===== config.mk =====
export PLATFORM = sky130hd
export DESIGN_NAME = btn_debounce
export DESIGN_NICKNAME = d
export VERILOG_FILES = /design/src/rtl/btn_debounce_pkg.sv /design/src/rtl/btn_debounce_channel.sv /design/src/rtl/btn_debounce.sv
export SDC_FILE = /design/constraint.sdc
export NUM_CORES = 1
export LEC_CHECK = 0
export CAP_MARGIN = 20
export CORE_ASPECT_RATIO = 1.5
export CORE_MARGIN = 2
export CORE_UTILIZATION = 40
export DETAILED_ROUTE_END_ITERATION = 16
export PLACE_DENSITY = 0.69
export SYNTH_ARGS = -nofsm -noshare
export SYNTH_HDL_FRONTEND = slang
export SYNTH_HIERARCHICAL = 1
export SYNTH_SLANG_ARGS = --single-unit

===== constraint.sdc =====
create_clock -name clk_i -period 4.25 [get_ports clk_i]
set_input_delay 1.275 -clock clk_i [delete_from_list [all_inputs] [get_ports clk_i]]
set_output_delay 1.275 -clock clk_i [all_outputs]
set_load 0.01 [all_outputs]

===== src/rtl/btn_debounce_pkg.sv =====
// lscc_btn_pkg: shared types and constants for the push-button input conditioner.
//   btn_state_e : per-channel debounce FSM states
//   TICK_HZ     : rate of the shared debounce tick (1 ms)
package lscc_btn_pkg;

    typedef enum logic [1:0] {
        IDLE,
        PRESS_WAIT,
        HELD,
        RELEASE_WAIT
    } btn_state_e;

    localparam int TICK_HZ = 1000;

endpackage


===== src/rtl/btn_debounce_channel.sv =====
// btn_channel: one button channel -- 2-flop synchroniser, debounce FSM, hold counter.
//   clk_i, rstn_i : clock, synchronous active-low reset
//   tick_i        : shared debounce tick, one cycle per ms
//   btn_i         : raw asynchronous board input
//   level_o       : debounced state, 1 = pressed
//   press_o       : one-cycle pulse on accepted press
//   release_o     : one-cycle pulse on accepted release
//   long_o        : one-cycle pulse once per press after LONG_PRESS_MS held ticks
module btn_channel
    import lscc_btn_pkg::*;
#(
    parameter logic BTN_POLARITY  = 1'b0,
    parameter int   DEBOUNCE_MS   = 10,
    parameter int   LONG_PRESS_MS = 1000
) (
    input  logic clk_i,
    input  logic rstn_i,
    input  logic tick_i,
    input  logic btn_i,
    output logic level_o,
    output logic press_o,
    output logic release_o,
    output logic long_o
);

    localparam int              HW    = $clog2(LONG_PRESS_MS + 1);
    localparam logic [7:0]      DLAST = 8'(DEBOUNCE_MS - 1);
    localparam logic [HW-1:0]   HMAX  = HW'(LONG_PRESS_MS);
    localparam logic [HW-1:0]   HLAST = HW'(LONG_PRESS_MS - 1);

    logic [1:0]    sync;
    logic          act;
    btn_state_e    state;
    logic [7:0]    dcnt;
    logic [HW-1:0] hcnt;
    logic          long_done;
    logic          long_hit;

    assign act      = (sync[1] == BTN_POLARITY);
    // hcnt is about to reach LONG_PRESS_MS on this tick
    assign long_hit = tick_i && (hcnt == HLAST) && !long_done;

    always_ff @(posedge clk_i) begin
        if (!rstn_i) begin
            sync      <= {2{~BTN_POLARITY}};
            state     <= IDLE;
            dcnt      <= '0;
            hcnt      <= '0;
            long_done <= 1'b0;
            level_o   <= 1'b0;
            press_o   <= 1'b0;
            release_o <= 1'b0;
            long_o    <= 1'b0;
        end else begin
            sync      <= {sync[0], btn_i};
            press_o   <= 1'b0;
            release_o <= 1'b0;
            long_o    <= 1'b0;
            case (state)
                IDLE: begin
                    if (act) begin
                        state <= PRESS_WAIT;
                        dcnt  <= '0;
                    end
                end
                PRESS_WAIT: begin
                    if (!act) begin
                        state <= IDLE;
                        dcnt  <= '0;
                    end else if (tick_i) begin
                        if (dcnt == DLAST) begin
                            state     <= HELD;
                            dcnt      <= '0;
                            level_o   <= 1'b1;
                            press_o   <= 1'b1;
                            hcnt      <= '0;
                            long_done <= 1'b0;
                        end else begin
                            dcnt <= dcnt + 8'd1;
                        end
                    end
                end
                HELD: begin
                    // The cycle in which act drops still counts as held time.
                    if (tick_i && hcnt != HMAX)
                        hcnt <= hcnt + 1'b1;
                    if (long_hit) begin
                        long_o    <= 1'b1;
                        long_done <= 1'b1;
                    end
                    if (!act) begin
                        state <= RELEASE_WAIT;
                        dcnt  <= '0;
                    end
                end
                RELEASE_WAIT: begin
                    // hcnt and long_done are kept so a glitch only pauses the hold timer.
                    if (act) begin
                        state <= HELD;
                    end else if (tick_i) begin
                        if (dcnt == DLAST) begin
                            state     <= IDLE;
                            dcnt      <= '0;
                            level_o   <= 1'b0;
                            release_o <= 1'b1;
                        end else begin
                            dcnt <= dcnt + 8'd1;
                        end
                    end
                end
                default: state <= IDLE;
            endcase
        end
    end

endmodule


===== src/rtl/btn_debounce.sv =====
// btn_debounce: multi-channel button conditioner with shared 1 ms tick.
//   clk_i, rstn_i : clock, synchronous active-low reset
//   btn_i         : raw asynchronous inputs, active level BTN_POLARITY
//   level_o       : debounced level per channel, 1 = pressed
//   press_o       : one-cycle press pulses
//   release_o     : one-cycle release pulses
//   long_o        : one-cycle long-press pulses
module btn_debounce
    import lscc_btn_pkg::*;
#(
    parameter int   CLK_IN_MHZ    = 125,
    parameter int   NUM_BTN       = 4,
    parameter logic BTN_POLARITY  = 1'b0,
    parameter int   DEBOUNCE_MS   = 10,
    parameter int   LONG_PRESS_MS = 1000
) (
    input  logic               clk_i,
    input  logic               rstn_i,
    input  logic [NUM_BTN-1:0] btn_i,
    output logic [NUM_BTN-1:0] level_o,
    output logic [NUM_BTN-1:0] press_o,
    output logic [NUM_BTN-1:0] release_o,
    output logic [NUM_BTN-1:0] long_o
);

    logic tick;

`ifdef SIM
    assign tick = 1'b1;
`else
    localparam int          DIV = CLK_IN_MHZ * (1_000_000 / TICK_HZ);
    localparam int          PW  = (DIV > 1) ? $clog2(DIV) : 1;
    localparam logic [PW-1:0] TC = PW'(DIV - 1);

    logic [PW-1:0] pcnt;

    assign tick = (pcnt == TC);

    always_ff @(posedge clk_i) begin
        if (!rstn_i)
            pcnt <= '0;
        else
            pcnt <= tick ? '0 : pcnt + 1'b1;
    end
`endif

    for (genvar i = 0; i < NUM_BTN; i++) begin : g_ch
        btn_channel #(
            .BTN_POLARITY  (BTN_POLARITY),
            .DEBOUNCE_MS   (DEBOUNCE_MS),
            .LONG_PRESS_MS (LONG_PRESS_MS)
        ) u_ch (
            .clk_i     (clk_i),
            .rstn_i    (rstn_i),
            .tick_i    (tick),
            .btn_i     (btn_i[i]),
            .level_o   (level_o[i]),
            .press_o   (press_o[i]),
            .release_o (release_o[i]),
            .long_o    (long_o[i])
        );
    end

endmodule


# After elaboration in Yosys (flattened, before gate mapping)
# Cells that the tools add are included.
# word_totals
register_bits,125
in_bits,6
output_inout_bits,16
elab_cells,329
# op_classes
add_sub_neg,9
eq_ne,81
mux,136
bitwise_logic,5
reduce_logical,61
# op_table
op,n
8-bit 2-to-1 mux,24
10-bit 2-to-1 mux,16
8-bit case mux with 4 select lines,4
10-bit case mux with 2 select lines,4
2-bit 2-to-1 mux,32
2-bit by 1-bit inequality test with 1-bit output (second input constant),26
1-bit 2-to-1 mux,44
10-bit by 1-bit adder with 10-bit output (second input constant),4
10-bit equality test (second input constant),4
10-bit inequality test (second input constant),4
5-bit AND reduction,8
8-bit by 1-bit adder with 8-bit output (second input constant),4
8-bit by 4-bit equality test with 1-bit output (second input constant),4
2-bit case mux with 4 select lines,4
2-bit inequality test (second input constant),14
7-bit AND reduction,4
3-bit AND reduction,8
6-bit AND reduction,4
3-bit inequality test (second input constant),7
17-bit by 1-bit adder with 17-bit output (second input constant),1
17-bit equality test (second input constant),1
2-bit equality test (second input constant),8
1-bit case mux with 2 select lines,8
2-bit nonzero test,8
10 further kinds,47

# Longest topological paths before layout
# depth
word_depth,5
ltp_mapped,8
mapped_depth_nobuf,7

# Cells and area by module
# Netlist, hierarchy kept.
# modules_own_cells
module,instances,cells_each,area_per_inst_um2,seq_area_each_um2
btn_channel,4,136,1282.5,540.5
btn_debounce,1,88,794.5,340.3

# Worst setup path before layout
# Ideal clock, no wire load.
# synth_path
path_kind,register -> register
from,reg pcnt[5]
to,reg g_ch[0].u_ch.level_o
setup_time_ns,0.115
t_arrival_ns,3.883
required_ns,4.135
path_slack_ns,0.252
stages_incl_launch_ff,8
synth_period_minus_slack_ns,3.998
cell_sequence,dfxtp_1 > buf_6 > nor4b_2 > nand2_1 > nor3_1 > and4_2 > mux2_1 > o21a_1
# synth_between
elab_chain_len,3
elab_cells_between_ends,4
classes_between,eq/ne: 3; reduce/logical: 1
# synth_rtl
element,line_no,text
from (decl),btn_debounce.sv:35,logic [PW-1:0] pcnt;
from (signal assigned),btn_debounce.sv:43,pcnt <= tick ? '0 : pcnt + 1'b1;
17-bit equality test *,btn_debounce.sv:37,assign tick = (pcnt == TC);
via tick,btn_debounce.sv:26,logic tick;
2-bit by 1-bit inequality test with 1-bit output (no line),-,
7-bit AND reduction (no line) *,-,
to (signal assigned),btn_debounce_channel.sv:50,level_o <= 1'b0;
to (signal assigned),btn_debounce_channel.sv:74,level_o <= 1'b1;
to (signal assigned),btn_debounce_channel.sv:104,level_o <= 1'b0;
to (decl),btn_debounce_channel.sv:20,"output logic level_o,"
# The timed path passes the listed nets; every way through them passes the cells marked *.
# A chain may end at the register's enable or synchronous reset.

# Worst setup path in the final report
# layout_path
from,reg pcnt[6]
to,reg g_ch[3].u_ch.dcnt[0]
# layout_between
elab_chain_len,4
elab_cells_between_ends,5
classes_between,eq/ne: 1; mux: 4
# layout_rtl
element,line_no,text
17-bit equality test *,btn_debounce.sv:37,
via tick,btn_debounce.sv:26,
8-bit 2-to-1 mux *,-,
"8-bit 2-to-1 mux, on equally long branches",-,
8-bit case mux with 4 select lines *,-,
to (signal assigned),btn_debounce_channel.sv:79,dcnt <= dcnt + 8'd1;
to (signal assigned),btn_debounce_channel.sv:107,dcnt <= dcnt + 8'd1;
to (decl),btn_debounce_channel.sv:34,logic [7:0] dcnt;
# The timed path passes the listed nets; every way through them passes the cells marked *. The select of a mux whose other input is x is not followed.

==> impl_metrics.ini <==
[routing]
wl_met1_um = 5110
dr.max_layer_used = met4
vias = 4607
firstDrtPassIters = 4
wl_met2_um = 6160
ant_nets = 0
routed_wl_um = 11700
drtIter0Drc = 293
wl_per_cell_um = 13.5
wl_met3_um = 330
drc_errors = 0
viasPerCell = 5.30

[critical_path]
worst-path-max-fanout = 15
crit_path_cell_trace = nor4b_2 -> nand2_1 -> nor3_2 -> buf_4 -> nand3_4 -> o211ai_1 -> nor2_1
crit-reg2reg-launch = pcnt[6]$_SDFF_PP0_
worstSetupStartpoint = pcnt[6]$_SDFF_PP0_
startpoint_type = flip-flop
cp.depth = 7
cp_top_family = simple AND/OR/NAND/NOR gates
cp-end-kind = flip-flop
r2r-end = g_ch[3].u_ch/dcnt[0]$_SDFFE_PN0P_
required_ps = 4520
r2r_slack_ps = 1390
cp_num_buf_inv = 1
slowest_delay_ps = 660
r2r_cells = 7
slowest_stage = nor3_2
crit_end = g_ch[3].u_ch/dcnt[0]$_SDFFE_PN0P_
crit_type = flip-flop to flip-flop
arrival_ps = 3130

[sta]
drv_slew = 0
max-slew-margin-rel = 0.493
fin_crit_ps = 2860
fmax_mhz = 350
final.setup.tns_ps = 0
worst_pin_slew_ps = 757
period_share = 0.673
finalWorstSetupSlack_ps = 1390
final-hold-violation-count = 0
rsz0062_at_grt = false
setup_viol = 0
finalClockSkew_ps = 8.48

[clocking]
cts_buffers = 17
cts-root-buf = clkbuf_16
clk_latency_ps = 410
cts.sinks = 125
hold_buffers = 0
ctsHtreeMaxLevel = 4
clk_pin_slew_worst_paths_ps = 50
cts_tree = built
cts_resized = 0
postCtsSetupRepairBufs = 0
clk_path_buf_depth = 2

[synth]
avgSynthCellArea_sq_um = 9.37
synth_fp_nets = 655
ys_seq_area_frac = 0.422
synth_warnings = 6
synth.distinct_cells = 44
async_flop_share = 0
synth_area_sq_um = 5920
netlist_instances = 632
synth_seq_cells = 125
synth_edf_count = 0
synthFlopType = dfxtp_1

[global_routing]
grt_pass1_wl_um = 20000
grt_use_total = 0.156
grt_max_degree = 43
antenna_found_initial = 0
grt_pass1_vias = 4463
overflow = 0

[final_layout]
fillerInstances = 1347
final_cell_mix = dfxtp_1, nor2_1, xnor2_1
drive_above_1_share = 0.114
final_nets = 684
diodes = 0
syn2layout_area_growth_pct = 17.8
final_common_cell = dfxtp_1

[floorplan]
core_sq_um = 14500
die_area_sq_um = 15800
die_w_um = 103
rows = 54
start_util = 0.408
dieHeight_um = 153
ios = 22

[power_and_ir_drop]
clockPowerShare = 0.559
combPwrFrac = 0.019
p_switching_mw = 0.548
p_seq_frac = 0.422
p_int_mw = 2.27
switching_share = 0.194
powerDensity_nw_per_um2 = 403
vdd_ir_drop_max_v = 0.000246
cellLeakagePower_nw = 2.39

[placed_design]
routabilityCongestion = 0.893
pre_cts_ws_ps = 1310
port-buffer-count = 21
hpwl_um = 8020

[hold_path]
hold_class = flip-flop to flip-flop

[job]
maxCapViolations = 0

[status]
status = finished clean
-- metal layers --
layer,vias up,track usage
met3,12,0.0448
met1,2200,0.173
li1,2326,-
met5,-,0
met2,69,0.273
met4,0,0.0658
-- through the flow --
step                      total power, mW  cells  hold slack [ps]  instance area [sq um]  utilization
after floorplan                      1.25    632              386                   5920            -
after global routing                 2.91    870              432                   6980        0.481
after CTS                            2.85    870              411                   6980        0.481
final                                2.82    870              408                   6980        0.481
after detailed placement             1.27    838              396                   6330        0.436
after global placement               1.26    835              396                   6320        0.435
-- Yosys cell counts (8+ instances only) --
cell	instances	share of area
nand3_1	9	0.0076
xnor2_1	54	0.080
and4_1	9	0.013
xor2_1	17	0.025
ha_1	17	0.036
mux2i_1	8	0.014
nor4_1	17	0.018
nand2_1	38	0.024
nand4_1	39	0.041
buf_2	12	0.010
and3_1	12	0.013
nor3_1	24	0.020
dfxtp_1	125	0.42
nand4b_1	12	0.018
nor2_1	95	0.060
o31ai_1	16	0.020
nor2b_1	8	0.0084
inv_1	18	0.011
nand2b_1	8	0.0084
a21oi_1	8	0.0068
-- power groups by stage --
stage	clock, mW	sequential, mW	combinational (mW)
3_3_place_gp	0	1.21	0.0511
3_5_place_dp	0	1.21	0.0541
5_1_grt	1.66	1.19	0.0599
4_1_cts	1.61	1.19	0.0542
2_1_floorplan	0	1.21	0.0431
6_report	1.57	1.19	0.0534
-- cells by family (layout without fill, tap and decap cells) --
logic type               after synthesis  count (layout)  share of synthesized area
buffers and inverters                 36              78                     0.0279
adder cells (fa/ha/maj)               17              17                     0.0359
AND/OR/NAND/NOR                      314             314                      0.313
AO/OA/AOI/OAI                         53              53                     0.0669
XOR/XNOR                              71              71                      0.105
multiplexers                          16              16                     0.0287
flip-flops                           125             125                      0.422
-- flip-flops by register name, summed over array words and instances, names as in the netlist, named ones only --
name and count:
g_ch.u_ch/press_o 4, g_ch.u_ch/long_o 4, g_ch.u_ch/state 4, g_ch.u_ch/hcnt 40, g_ch.u_ch/long_done 4, g_ch.u_ch/sync 8
g_ch.u_ch/dcnt 32, g_ch.u_ch/level_o 4, pcnt 17, g_ch.u_ch/release_o 4
-- worst min path at each step --
stage / start / to / slack (ps) / cells past startpoint
after floorplan: g_ch[0].u_ch/sync[0]$_SDFF_PN1_ / g_ch[0].u_ch/sync[1]$_SDFF_PN1_ / 390 / 1
after CTS: g_ch[3].u_ch/sync[0]$_SDFF_PN1_ / g_ch[3].u_ch/sync[1]$_SDFF_PN1_ / 410 / 1
after global placement: g_ch[2].u_ch/sync[0]$_SDFF_PN1_ / g_ch[2].u_ch/sync[1]$_SDFF_PN1_ / 400 / 1
after global routing: g_ch[0].u_ch/sync[0]$_SDFF_PN1_ / g_ch[0].u_ch/sync[1]$_SDFF_PN1_ / 430 / 1
after detailed placement: g_ch[3].u_ch/sync[0]$_SDFF_PN1_ / g_ch[3].u_ch/sync[1]$_SDFF_PN1_ / 400 / 1
final: g_ch[3].u_ch/sync[0]$_SDFF_PN1_ / g_ch[3].u_ch/sync[1]$_SDFF_PN1_ / 410 / 1
-- area by class of cell --
type	instances	area, sq um	share of cell area
well taps	196	245	0.0351
clock buffers	21	460	0.0659
clock inverters	11	189	0.0271
inverters	18	67.6	0.00968
flip-flops and latches	125	2500	0.358
multi-input cells	471	3260	0.467
repair buffers	28	255	0.0366
(Power assumes the default switching activity.)
